==> src/rtl/io_panel_pkg.sv <==
// io_panel_pkg: shared constants for the switch/display panel.
// Glyph table is active-low, bit0 = segment a .. bit6 = segment g.
package io_panel_pkg;
    localparam int SCAN_DIV_DEF  = 50000;
    localparam int DB_CYCLES_DEF = 500000;
    typedef logic [6:0] seg_t;
    localparam seg_t [15:0] GLYPH = {
        7'b0001110, 7'b0000110, 7'b0100001, 7'b1000110,
        7'b0000011, 7'b0001000, 7'b0010000, 7'b0000000,
        7'b1111000, 7'b0000010, 7'b0010010, 7'b0011001,
        7'b0110000, 7'b0100100, 7'b1111001, 7'b1000000
    };
endpackage

==> src/rtl/io_panel_if.sv <==
// io_panel_if: board-side switch/display bus of the panel.
interface io_panel_if;
    logic [15:0] sw;
    logic [15:0] result;
    logic [7:0]  opr1;
    logic [7:0]  opr2;
    logic [6:0]  seg_n;
    logic [3:0]  an_n;
    logic        sw_changed;
    modport master (output sw, result, input opr1, opr2, seg_n, an_n, sw_changed);
    modport slave  (input sw, result, output opr1, opr2, seg_n, an_n, sw_changed);
endinterface

==> src/rtl/io_panel_hex_to_seg.sv <==
// hex_to_seg: combinational nibble to active-low seven-segment glyph.
module hex_to_seg
    import io_panel_pkg::*;
(
    input  logic [3:0] nib_i,
    output seg_t       seg_o
);
    always_comb seg_o = GLYPH[nib_i];
endmodule

==> src/rtl/io_panel.sv <==
// io_panel: switch synchronizer/debouncer feeding operands, plus a
// 4-digit multiplexed hex display of the result register.
module io_panel
    import io_panel_pkg::*;
#(
    parameter int SCAN_DIV  = SCAN_DIV_DEF,
    parameter int DB_CYCLES = DB_CYCLES_DEF
) (
    input logic clk,
    input logic rst,
    io_panel_if.slave bus
);
    localparam int SCW = SCAN_DIV > 1 ? $clog2(SCAN_DIV) : 1;
    localparam int DBW = DB_CYCLES > 1 ? $clog2(DB_CYCLES) : 1;
    logic [15:0]    sync1_q, sync2_q, prev_q, stable_q;
    logic [DBW-1:0] db_q;
    logic           changed_q;
    logic [SCW-1:0] scan_q, scan_d;
    logic [1:0]     idx_q, idx_d;
    logic [15:0]    frame_q, frame_d;
    logic [3:0]     an_q, nib;
    seg_t           seg_q, glyph;
    logic           wrap;
    // Segments are decoded from the next-state index/frame so anode and glyph land together.
    always_comb begin
        wrap    = scan_q == SCW'(SCAN_DIV - 1);
        scan_d  = wrap ? '0 : scan_q + SCW'(1);
        idx_d   = idx_q + 2'(wrap);
        frame_d = (wrap && idx_q == 2'd3) ? bus.result : frame_q;
        nib     = frame_d[{idx_d, 2'b00} +: 4];
    end
    hex_to_seg u_hex (.nib_i(nib), .seg_o(glyph));
    always_ff @(posedge clk) begin
        if (rst) begin
            sync1_q   <= '0;
            sync2_q   <= '0;
            prev_q    <= '0;
            stable_q  <= '0;
            db_q      <= '0;
            changed_q <= 1'b0;
            scan_q    <= '0;
            idx_q     <= '0;
            frame_q   <= '0;
            an_q      <= 4'b1110;
            seg_q     <= GLYPH[0];
        end else begin
            sync1_q   <= bus.sw;
            sync2_q   <= sync1_q;
            changed_q <= 1'b0;
            if (sync2_q != prev_q) begin
                prev_q <= sync2_q;
                db_q   <= '0;
            end else if (prev_q == stable_q) begin
                db_q <= '0;
            end else if (db_q == DBW'(DB_CYCLES - 1)) begin
                stable_q  <= prev_q;
                db_q      <= '0;
                changed_q <= 1'b1;
            end else begin
                db_q <= db_q + DBW'(1);
            end
            scan_q  <= scan_d;
            idx_q   <= idx_d;
            frame_q <= frame_d;
            an_q    <= ~(4'b0001 << idx_d);
            seg_q   <= glyph;
        end
    end
    assign bus.opr1       = stable_q[7:0];
    assign bus.opr2       = stable_q[15:8];
    assign bus.sw_changed = changed_q;
    assign bus.an_n       = an_q;
    assign bus.seg_n      = seg_q;
endmodule
==> src/flat_wrapper.sv <==
// flat-port wrapper written by rule: the top's interface ports become plain ports
module io_panel_flat import io_panel_pkg::*;
#(
    parameter int SCAN_DIV  = SCAN_DIV_DEF,
    parameter int DB_CYCLES = DB_CYCLES_DEF
)
  (clk, rst, bus_sw, bus_result, bus_opr1, bus_opr2, bus_seg_n, bus_an_n, bus_sw_changed);
  io_panel_if bus_i ();
  input logic clk;
  input logic rst;
  input wire logic [$bits(bus_i.sw)-1:0] bus_sw;
  input wire logic [$bits(bus_i.result)-1:0] bus_result;
  output wire logic [$bits(bus_i.opr1)-1:0] bus_opr1;
  output wire logic [$bits(bus_i.opr2)-1:0] bus_opr2;
  output wire logic [$bits(bus_i.seg_n)-1:0] bus_seg_n;
  output wire logic [$bits(bus_i.an_n)-1:0] bus_an_n;
  output wire logic [$bits(bus_i.sw_changed)-1:0] bus_sw_changed;
  assign bus_i.sw = bus_sw;
  assign bus_i.result = bus_result;
  assign bus_opr1 = bus_i.opr1;
  assign bus_opr2 = bus_i.opr2;
  assign bus_seg_n = bus_i.seg_n;
  assign bus_an_n = bus_i.an_n;
  assign bus_sw_changed = bus_i.sw_changed;
  io_panel #(.SCAN_DIV(SCAN_DIV), .DB_CYCLES(DB_CYCLES)) u_core (.clk(clk), .rst(rst), .bus(bus_i));
endmodule
==> config.mk <==
export PLATFORM = sky130hd
export DESIGN_NAME = io_panel_flat
export DESIGN_NICKNAME = d
export VERILOG_FILES = /design/src/rtl/io_panel_pkg.sv /design/src/rtl/io_panel_if.sv /design/src/rtl/io_panel_hex_to_seg.sv /design/src/rtl/io_panel.sv /design/src/flat_wrapper.sv
export SDC_FILE = /design/constraint.sdc
export NUM_CORES = 1
export LEC_CHECK = 0
export CORE_AREA = 2 2 148 150
export DETAILED_ROUTE_END_ITERATION = 12
export DIE_AREA = 0 0 150 152
export MAX_ROUTING_LAYER = met4
export PLACE_DENSITY_LB_ADDON = 0.25
export SLEW_MARGIN = 10
export SYNTH_ARGS = -nofsm -noshare
export SYNTH_HDL_FRONTEND = slang
export SYNTH_SLANG_ARGS = --single-unit
==> constraint.sdc <==
create_clock -name clk -period 3.81 [get_ports clk]
set_clock_uncertainty 0.05 [all_clocks]
set_input_delay 0.5715 -clock clk [delete_from_list [all_inputs] [get_ports clk]]
set_output_delay 0.5715 -clock clk [all_outputs]
set_load 0.01 [all_outputs]
==> flow_results.org <==
** Status
- Run status :: completed

** Synth
- Largest family of logic cells by synthesized area :: simple AND/OR/NAND/NOR gates
- When the netlist entered floorplanning its net count stood at about 570.
- The portion of synthesized area spent on multiplexers is 8.17%.
- After synthesis, the netlist uses 44 different library cells.
- Count of flip-flops with a built-in enable after synthesis :: 0
- Synthesized area per cell :: around 9.9 um^2
- Sequential elements use 49.6% of the synthesized area.
- Adder and majority gate portion of the synthesized area :: 2.16%
- The synthesized design contains roughly 130 register bits.
- Cell area after technology mapping :: roughly 0.0052 mm^2
- Yosys printed 0 warnings.
- Dominant register cell in the synthesized netlist :: dfxtp_1
- Of the total synthesized cell area, the portion taken by AND, OR, NAND and NOR gates is a little under a quarter.
- Summing the areas of all compound-gate instances in the mapped netlist gives under 10% of the synthesized area.
- Synthesis produced 525 cells.
- Synth Area in XOR/XNOR :: between 10% and 20%
- FFs w/ async S/R, synth :: 0%

** Clocking
- The clock passes through at most 2 buffers.
- After clock tree synthesis, the repair step resized 0 gates.
- Clock tree from TritonCTS :: yes
- Count of buffers added by post-CTS timing repair for setup :: 0
- After clock tree synthesis, the clock-pin slew on the worst setup and hold paths is ~0.060 ns.
- CTS Buf Count :: 17
- The number of hold buffers added after CTS was 0.
- The tree is rooted in a clkbuf_16.
- H-tree level count :: 4
- Insertion delay of the later-clocked pin in the worst-skew pair :: between 0.4 and 0.5 ns
- For this design, the sink count on the clock tree is around 130.

** Hold path
- Class of the most critical hold timing path :: flip-flop to flip-flop

** Timing
- Minimum period implied by the final worst setup slack :: approximately 3.4 ns
- Setup Total Neg Slack :: 0 ns
- For the pin with the worst max-slew slack, the measured transition is ~0.66 ns.
- Worst max-slew margin expressed relative to the limit :: between 50% and 60%
- Highest clock rate :: between 200 and 300 MHz
- Hold Fails Final Rpt :: 0
- The total count of max-transition violations in the final report was 0.
- RSZ-0062 raised after global routing :: no
- Minimum setup slack in the final design :: ~0.43 ns
- The worst path uses 88.6% of the clock period.
- Setup violations remaining at the end of the flow were counted as 0.

** Run
- Count of maximum capacitance violations :: 0

** GRT
- Number of antenna violations at the first check in global routing :: 0
- The via count of the first global-routing pass was roughly 3800.
- The total overflow left after global routing is 0.
- Wire length of the first global-routing pass :: ~19000 um
- Pin count of the biggest net entering global routing :: 67
- Global routing consumed, over all layers together, 10.5% of the routing resources.

** Floorplan
- Initial cell density of the core :: between 20% and 30%
- Placeable core area :: between 0.02 and 0.025 mm^2
- Die area :: between 0.02 and 0.025 mm^2
- Die Height :: 152 um
- Number of rows created at floorplan :: 54
- IO Count :: 62
- The die is 150 um wide.

** Pwr
- Worst supply voltage drop on vdd :: 0.321 mV
- Power spread over the standard cell area amounts to about 480 mW/mm^2.
- Cell leakage power :: ~0.0024 uW
- Power Total :: roughly 3200 uW

** Critical path
- STA classifies the critical path startpoint as a flip-flop.
- Maximum fanout along the worst path :: 6
- STA puts the critical path data arrival time at approximately 3.7 ns.
- At the worst endpoint, the required time is just over 4 ns.
- Critical Setup Path Class :: flip-flop to flip-flop
- CP endpoint kind :: flip-flop

** Routing
- Number of DRC markers after the initial detailed-route iteration :: roughly 200
- Before antenna repair, the detailed router went through 4 iterations.
- Wires add up to 10900 um.
- DR WL/cell :: between 10 and 15 um
- After detailed routing, the number of vias per cell comes to 4.26.
- Final antenna-violating net count :: 0
- Number of vias after detailed routing :: 3759
- DRC viols :: 0

** Placement
- Instance count after placement with tap cells included :: 851
- Detailed Place HPWL :: about 7800 um
- Input and output buffers added on the ports amount to 61.
- Dpl cell area :: 0.00611 mm^2
- Gpl congestion :: 0.841
- OpenSTA, run right after detailed placement, puts the worst setup slack at around 0.42 ns.

** Finish
- Post-Layout Inst Area :: between 0.006 and 0.007 mm^2
- Once layout is complete, the cells apart from fillers number 882.
- Antenna cell count :: 0
- Post-synthesis to final-layout area growth :: 29.3%
- The post-route netlist has 9.30% of its cells at a drive strength greater than 1.
- Final net count :: roughly 630
==> cell families (layout without fill, tap and decap cells) <==
logic type | after synthesis | after routing
simple gates | 225 | 225
flops | 129 | 129
xor+xnor | 63 | 63
compound gates | 33 | 33
mux | 33 | 33
buf+inv | 33 | 110
fa+ha+maj | 9 | 9
==> stage by stage <==
| stage | hold WS, ns | util [%] |
|---|---|---|
| after floorplan | 0.364 | - |
| after global placement | 0.377 | 28.6 |
| after detailed placement | 0.380 | 28.6 |
| after CTS | 0.390 | 31.5 |
| after global routing | 0.408 | 31.5 |
| final | 0.385 | 31.5 |
==> cells in the final DEF, fill, tap and decap left out, types with 4 or more instances in the layout <==
cell type	instances
dfxtp_1	129
nor2_1	61
clkdlybuf4s50_1	60
nor2b_1	50
nand2_1	33
xor2_1	33
nand3_1	30
xnor2_1	29
mux2i_1	22
a21oi_1	22
clkbuf_16	17
nand4_1	16
inv_1	9
ha_1	9
buf_4	8
mux4_2	7
nor4_1	7
or3_1	5
o21ai_0	4
nand2b_1	4
bufinv_16	4
clkinvlp_4	4
==> critical path: stages (launching register included) <==
cell,delay [ns]
dfxtp_1,0.36
nor4b_1,0.32
nand4_1,0.13
nor2_1,0.13
ha_1,0.24
xor2_2,0.38
mux4_2,0.56
mux2i_1,0.15
buf_4,0.16
inv_1,0.07
ha_1,0.22
or3_1,0.37
a21oi_1,0.15
==> state kept, by name, summed over array words and instances, names as in the netlist <==
| signal | flops |
|---|---|
| u_core.bus.an_n | 4 |
| u_core.bus.seg_n | 7 |
| u_core.bus.sw_changed | 1 |
| u_core.db_q | 19 |
| u_core.frame_q | 16 |
| u_core.idx_q | 2 |
| u_core.prev_q | 16 |
| u_core.scan_q | 16 |
| u_core.stable_q | 16 |
| u_core.sync1_q | 16 |
| u_core.sync2_q | 16 |
==> final timing paths <==
kind	to	slack [ns]	cells past startpoint	startpoint
max reg2reg	u_core.bus.seg_n[2]	0.43	12	u_core.scan_q[7]
min	u_core.sync2_q[11]	0.38	1	u_core.sync1_q[11]
min reg2reg	u_core.sync2_q[11]	0.38	1	u_core.sync1_q[11]
max	u_core.bus.seg_n[2]	0.43	12	u_core.scan_q[7]
==> metal layers <==
metal / part of all wire [%] / up-vias / global-route usage, % / wire [um]
li1: - / 1894 / - / -
met1: 52 / 1775 / 14.3 / 5610
met2: 43 / 79 / 14.5 / 4660
met3: 4.3 / 11 / 3.21 / 464
met4: 1.1 / 0 / 4.00 / 116
met5: 0 / - / - / 0
==> cells in the mapped netlist, drive strengths merged (9+ instances only) <==
cell type / instances / area (um^2)
mux2i: 23 / 234
nand3: 30 / 150
a21oi: 22 / 110
nor2: 62 / 240
clkbuf: 18 / 68.8
inv: 10 / 37.5
nand4: 17 / 113
nor2b: 50 / 313
xor2: 34 / 305
xnor2: 29 / 254
dfxtp: 129 / 2580
nand2: 33 / 124
ha: 9 / 113
==> report_power, final <==
part | total, uW | internal (uW) | switching [uW]
Clock | 1710 | 1110 | 599
Sequential | 1390 | 1370 | 13.8
Combinational | 103 | 57.7 | 45.3
Total | 3200 | 2540 | 658
==> final cells by class <==
cell class	count	area, um^2
Fill cell	2232	14600
Inverter	10	37.5
Multi-Input combinational cell	363	2470
Sequential cell	129	2580
Tap cell	280	350
Clock inverter	12	181
Clock buffer	19	443
Timing Repair Buffer	69	666
Note: power is estimated with default switching activity, not from simulation.
